$ cat src/rtl/player_input_ctrl.sv
// Player input front end: synchronizes raw pushbuttons and call switches,
// debounces each button, captures the player's call on a debounced press
// and issues one-cycle press strobes in ascending player order.
module player_input_ctrl #(
  parameter int unsigned DEBOUNCE_CYCLES = 4,
  parameter int unsigned CNT_W           = 20
) (
  input  logic        clk,
  input  logic        reset_n,
  input  logic [5:0]  btn,
  input  logic [17:0] sw_in,
  output logic [2:0]  player1,
  output logic [2:0]  player2,
  output logic [2:0]  player3,
  output logic [2:0]  player4,
  output logic [2:0]  player5,
  output logic [2:0]  player6,
  output logic [5:0]  player_clk
);

  localparam logic [CNT_W-1:0] CNT_LAST = CNT_W'(DEBOUNCE_CYCLES - 1);

  logic [5:0]       btn_s1_q, btn_s1_d;
  logic [5:0]       btn_s2_q, btn_s2_d;
  logic [17:0]      sw_s1_q, sw_s1_d;
  logic [17:0]      sw_s2_q, sw_s2_d;
  logic [5:0]       deb_q, deb_d;
  logic [5:0]       deb_dly_q, deb_dly_d;
  logic [CNT_W-1:0] cnt_q [6];
  logic [CNT_W-1:0] cnt_d [6];
  logic [2:0]       call_q [6];
  logic [2:0]       call_d [6];
  logic [5:0]       pending_q, pending_d;
  logic [5:0]       player_clk_q, player_clk_d;
  logic [5:0]       accept;
  logic [5:0]       grant;

  // Next-state: synchronizers, debounce counters, call capture, strobe arbiter
  always_comb begin
    btn_s1_d  = btn;
    btn_s2_d  = btn_s1_q;
    sw_s1_d   = sw_in;
    sw_s2_d   = sw_s1_q;
    deb_d     = deb_q;
    deb_dly_d = deb_q;
    cnt_d     = cnt_q;
    call_d    = call_q;

    for (int unsigned i = 0; i < 6; i++) begin
      if (btn_s2_q[i] != deb_q[i]) begin
        if (cnt_q[i] == CNT_LAST) begin
          deb_d[i] = ~deb_q[i];
          cnt_d[i] = '0;
        end else begin
          cnt_d[i] = cnt_q[i] + CNT_W'(1);
        end
      end else begin
        cnt_d[i] = '0;
      end
    end

    // Only rising debounced edges are presses; falling edges are ignored.
    accept = deb_q & ~deb_dly_q;
    for (int unsigned i = 0; i < 6; i++) begin
      if (accept[i]) call_d[i] = sw_s2_q[3*i +: 3];
    end

    // Two's-complement trick isolates the lowest set pending bit.
    grant        = pending_q & (~pending_q + 6'd1);
    player_clk_d = grant;
    pending_d    = (pending_q & ~grant) | accept;
  end

  // State registers, all cleared asynchronously
  always_ff @(posedge clk or negedge reset_n) begin
    if (!reset_n) begin
      btn_s1_q     <= '0;
      btn_s2_q     <= '0;
      sw_s1_q      <= '0;
      sw_s2_q      <= '0;
      deb_q        <= '0;
      deb_dly_q    <= '0;
      pending_q    <= '0;
      player_clk_q <= '0;
      for (int unsigned i = 0; i < 6; i++) begin
        cnt_q[i]  <= '0;
        call_q[i] <= '0;
      end
    end else begin
      btn_s1_q     <= btn_s1_d;
      btn_s2_q     <= btn_s2_d;
      sw_s1_q      <= sw_s1_d;
      sw_s2_q      <= sw_s2_d;
      deb_q        <= deb_d;
      deb_dly_q    <= deb_dly_d;
      pending_q    <= pending_d;
      player_clk_q <= player_clk_d;
      for (int unsigned i = 0; i < 6; i++) begin
        cnt_q[i]  <= cnt_d[i];
        call_q[i] <= call_d[i];
      end
    end
  end

  assign player1    = call_q[0];
  assign player2    = call_q[1];
  assign player3    = call_q[2];
  assign player4    = call_q[3];
  assign player5    = call_q[4];
  assign player6    = call_q[5];
  assign player_clk = player_clk_q;

endmodule

$ cat config.mk
export PLATFORM = sky130hd
export DESIGN_NAME = player_input_ctrl
export DESIGN_NICKNAME = d
export VERILOG_FILES = /design/src/rtl/player_input_ctrl.sv
export SDC_FILE = /design/constraint.sdc
export NUM_CORES = 1
export LEC_CHECK = 0
export CORE_ASPECT_RATIO = 0.5
export CORE_MARGIN = 2
export CORE_UTILIZATION = 55
export DETAILED_ROUTE_END_ITERATION = 12
export MAX_ROUTING_LAYER = met4
export PLACE_DENSITY = 0.74
export SLEW_MARGIN = 20
export SYNTH_ARGS = -nofsm -noshare
export SYNTH_HDL_FRONTEND = slang
export SYNTH_SLANG_ARGS = --single-unit
$ cat constraint.sdc
create_clock -name clk -period 2.6 [get_ports clk]
set_input_delay 0.39 -clock clk [delete_from_list [all_inputs] [get_ports clk]]
set_output_delay 0.39 -clock clk [all_outputs]
set_load 0.05 [all_outputs]
# Yosys cells after proc, flatten, opt, wreduce, memory -nomap -nowiden
# Cells that the tools add are included.
dict set report classes {
  reduce_logical 6
  bitwise 13
  n_addsub 7
  mux 12
  n_eq_ne 12
}
# op n
set op_table {}
lappend op_table {{2-to-1 mux 20 bit} 12}
lappend op_table {{adder 20 x 1 -> 20 bit, second input constant} 6}
lappend op_table {{equality test 20 x 2 -> 1 bit, second input constant} 6}
lappend op_table {{AND 6 bit} 3}
lappend op_table {{NOT 6 bit} 3}
lappend op_table {{AND reduction 2 bit} 6}
lappend op_table {{adder 6 x 1 -> 6 bit, second input constant} 1}
lappend op_table {{inequality test 1 bit} 6}
lappend op_table {{NOT 1 bit} 6}
lappend op_table {{bitwise OR 6 bit} 1}
dict set report word_totals {
  in_bits 26
  regBits 210
  word_cells 75
}

# Logic depth before layout (Yosys ltp)
dict set report logic_depth {
  ltp_word 6
  ltp_mapped 6
  mapped_depth_nobuf 5
}

# Worst setup path after synthesis
# Ideal clock, no wire load.
dict set report synth_timing {
  path_kind {register to register}
  start {reg cnt_q[100] in the netlist's numbering}
  end {reg cnt_q[118] in the netlist's numbering}
  slack_ps 707
  t_required_ps 2520
  n_path_buf 1
  path_stages_with_launch 7
  synth_period_minus_slack_ps 1893
  setup_time_ps 80
  arrival_time_ps 1813
  path_cell_list {dfrtp_1 ha_1 clkbuf_1 nand4_1 or4_4 or3_1 a21oi_1}
}
# element line
set synth_lines {}
lappend synth_lines {{start: declaration} 29} ;# logic [CNT_W-1:0] cnt_q [6];
lappend synth_lines {{start signal: indexed assignment} 99} ;# cnt_q[i] <= cnt_d[i];

# Final worst setup path
dict set report layout_timing {
  start {reg call_q, in the netlist player1[1]}
  end {out player1[1]}
}
# element line
set layout_lines {}
lappend layout_lines {{start: declaration} 31} ;# logic [2:0] call_q [6];
lappend layout_lines {{start signal: indexed assignment} 100} ;# call_q[i] <= call_d[i];
lappend layout_lines {{end: declaration} 12} ;# output logic [2:0] player1,
# No word-level cell between the ends.

==> summary by stage <==
Logic synthesis
The number of flops mapped to enable cells by yosys is 0. The commonest register cell after synthesis is sky130_fd_sc_hd__dfrtp_1. The commonest cells after synthesis are 210 x sky130_fd_sc_hd__dfrtp_1, 125 x sky130_fd_sc_hd__nor2_1, 51 x sky130_fd_sc_hd__xnor2_1, 46 x sky130_fd_sc_hd__nand4_1, 43 x sky130_fd_sc_hd__xor2_1. The cell taking the most area after synthesis is sky130_fd_sc_hd__dfrtp_1. After technology mapping, the gate count stands at 788. The share of synthesized area in the top cell type comes to approximately 59%. The post-synthesis register bit count is between 200 and 250. In the synthesized netlist the async set-or-reset flop fraction comes to between 90% and 100%. The leading cell type by number of instances after synthesis is sky130_fd_sc_hd__dfrtp_1. The portion of the post-synthesis area used by sequential elements is around 59%. The number of nets in the synthesized netlist is between 800 and 900.

The number of warnings issued by yosys is 0. The cell area that synthesis handed to floorplanning was between 8000 and 9000 um2. After synthesis, the cell types taking the most area are sky130_fd_sc_hd__dfrtp_1 59%, sky130_fd_sc_hd__nor2_1 5.3%, sky130_fd_sc_hd__xnor2_1 5.0%. The number of different library cells used by synthesis comes to 38. The mean post-synth cell area is approximately 11 um2.

Global route
The overall fraction of global-route tracks in use is 21.1%. The first global-routing pass estimated between 20000 and 30000 um of wire. The initial antenna violation count is 0.

The residual overflow from global routing is 0. The number of global-route vias before repair is ~6000. The largest net degree at the start of global routing is roughly 70.

Job
The count of maximum capacitance violations is 0.

Detailed routing
The wire length after detailed routing is between 15000 and 20000 um. The detail-routed net length per standard cell is 15.5 um. The number of iterations in the first detailed-routing pass is 4.

The number of remaining DRC errors is 0. The total vias in the final route is 6018. The count of antenna-violating nets left after detailed routing is 0. The violation count after the first detailed-route iteration is 490. The detail-routed via count per cell is between 5 and 6.

Finish
The number of fillers in the final layout is 1200. The layout overhead on the synthesized area is 15.4%. Cells fill 65.7% of the core in the end.

The post-route cell area is between 10000 and 15000 um2. The number of inserted diodes is 0. The final net count is about 890. For this run, the number of standard cells in the final layout without fillers is around 1100. The fraction of final layout cells with drive strength greater than 1 is 9.76%.

Critical path
The kind of end point of the critical path is an output pin. The largest stage delay on the critical path is 0.85 ns. The worst endpoint required time is about 2.2 ns.

Of all nets on the critical path, the largest fanout is 2. The kind of start point of the critical path is a flop. The worst setup path is of the reg -> out kind. The critical path buffer and inverter count is 1. On the critical path, the stage with the largest delay is an instance of sky130_fd_sc_hd__clkdlybuf4s50_1. The gate family responsible for the most delay along the worst path is buffers and inverters. The worst-case register-to-register setup slack is 0.59 ns. The signal on the critical path passes through clkdlybuf4s50_1. The data arrival time at the worst-slack endpoint is 1.73 ns.

STA
For the pin with the worst max-slew slack, the measured transition is just over 0.6 ns. Across the routed clock network, the largest skew measured is between 0.015 and 0.02 ns. Hold is met by around 0.33 ns. After layout, the minimum clock period comes to ~2.1 ns. The number of pins exceeding their max-slew limit in the final report is 0. Across all setup checks in the final design, the least slack found is roughly 0.48 ns. Measured against its own limit, the worst slew margin works out to about 60%. The final count of hold timing violations was 0.

The ratio of final minimum period to clock period is around four fifths. Setup violations remaining at the end of the flow were counted as 0. The highest clock rate is 472 MHz. Setup repair after global routing left no endpoint under its margin. Summed over all failing endpoints, the final setup total negative slack is 0 ns.

Run status
The flow ran to the end, and the final reports show no timing, DRC or antenna violations.

Clock tree
Once the clock tree was built, the resizer swapped 0 gates to a different size. The CTS tree is built. The number of H-tree levels is 1. Clock-pin slew was measured on the worst setup and hold paths at 0.07 ns. The maximum count of clock buffers along a single path is 3. CTS saw 210 sinks. The number of clock buffers inserted by TritonCTS is 19. Clock latency on the worst-skew pair, taken at its later pin, is roughly 0.50 ns.

The CTS root buffer is sky130_fd_sc_hd__clkbuf_16.

Place
Prior to clock tree synthesis, the placed netlist has a worst setup slack of between 0.5 and 0.6 ns. The half-perimeter wire length after detailed placement is 10900 um. The cell area reported after detailed placement is just under 10000 um2. The congestion estimate from routability-driven global placement came to 0.889. The number of input and output port buffers inserted is 49. The cell total after placement is 1031.

Floorplan
After floorplanning, the core was sized to cover roughly 16000 um2. Measured along the y axis, the die boundary spans about 94 um. Pin placement for this block handled 50 I/O pins. The die is around 180 um wide. The floorplan step defined a die boundary enclosing ~17000 um2. The number of standard-cell rows in the floorplan is 32.

The initial core utilization is roughly 57%.

Pwr
For this design the ratio of total power to cell area is about 900 nW/um2. Summed over all cells, the static leakage comes to 4.38 nW. The overall power is 9.12 mW.

The maximum VDD drop is about 540 uV.

Worst hold path
The worst hold path belongs to the class in -> reg.
[layout make-up]
cell class              instances  area (um2)  area share (%)
clock inverters                 8        50.0           0.489
clock buffers                  25         528            5.16
well taps                     204         255            2.49
multi-input cells             534        3450            33.7
inverters                      23        86.3           0.844
repair buffers                 61         612            5.98
flip-flops and latches        210        5260            51.4
[state kept, by name, summed over array words and instances, names as in the netlist]
register / flops
player6: 3
player4: 3
cnt_q: 120
deb_dly_q: 6
pending_q: 6
player5: 3
player_clk: 6
player1: 3
sw_s2_q: 18
btn_s2_q: 6
player2: 3
deb_dly_d: 6
player3: 3
btn_s1_q: 6
sw_s1_q: 18
[per-layer routing]
metal	track usage, %	vias to the layer above	share of wire (%)
met1	27.9	3004	45
li1	-	2890	-
met4	4.20	0	1.1
met5	-	-	0
met3	3.99	18	4.7
met2	34.6	106	49
[path summary, 6_finish.rpt]
check	cells after the start	from	end
max in group asynchronous	3	reset_n	cnt_q[92]
worst min-delay path	1	sw_in[3]	sw_s1_q[3]
worst max-delay path	1	player1[1]	player1[1]
min in group asynchronous	2	reset_n	deb_dly_d[2]
worst max register to register	5	cnt_q[100]	cnt_q[118]
worst min register to register	0	sw_s1_q[17]	sw_s2_q[17]
[cell usage in the layout, fill, tap and decap left out, drive strengths merged, types with 2 or more instances in the layout]
cell type | netlist | routed
xnor2 | 51 | 51
ha | 12 | 12
o21ai | 14 | 14
a31o | 4 | 4
mux2 | 24 | 24
nand3 | 36 | 36
clkbuf | 21 | 26
clkdlybuf4s50 | 0 | 48
inv | 23 | 25
and4 | 7 | 7
o31ai | 5 | 5
buf | 0 | 11
nand2 | 31 | 31
xor2 | 43 | 43
nor2 | 125 | 125
and3 | 12 | 12
a21oi | 15 | 15
nor4 | 44 | 44
or4 | 9 | 9
nor3b | 2 | 2
or3 | 9 | 9
nand2b | 3 | 3
and2 | 2 | 2
a211oi | 4 | 4
nand4 | 51 | 51
dfrtp | 210 | 210
a21o | 7 | 7
clkinv | 0 | 5
nor2b | 7 | 7
nor3 | 14 | 14
[where the power goes]
part / switching (mW) / internal (mW) / total (mW)
clock: 1.20 / 1.44 / 2.64
sequential: 0.354 / 3.73 / 4.09
combinational: 1.51 / 0.883 / 2.39
total: 3.06 / 6.06 / 9.12
[repair_timing]
action / CTS / global route
hold buffers: 1 / 0
buffers inserted: 0 / 0
endpoints found under the hold margin: 55 / 0
[kinds of logic after synthesis]
group,Yosys count,synth area share [%]
AND/OR/NAND/NOR,354,21.3
flip-flops,210,59.3
XOR/XNOR,94,9.29
AO/OA/AOI/OAI,50,3.51
buffers and inverters,44,1.91
multiplexers,24,3.05
adder cells (fa/ha/maj),12,1.69
No activity file was read; power rests on OpenSTA's default activity.
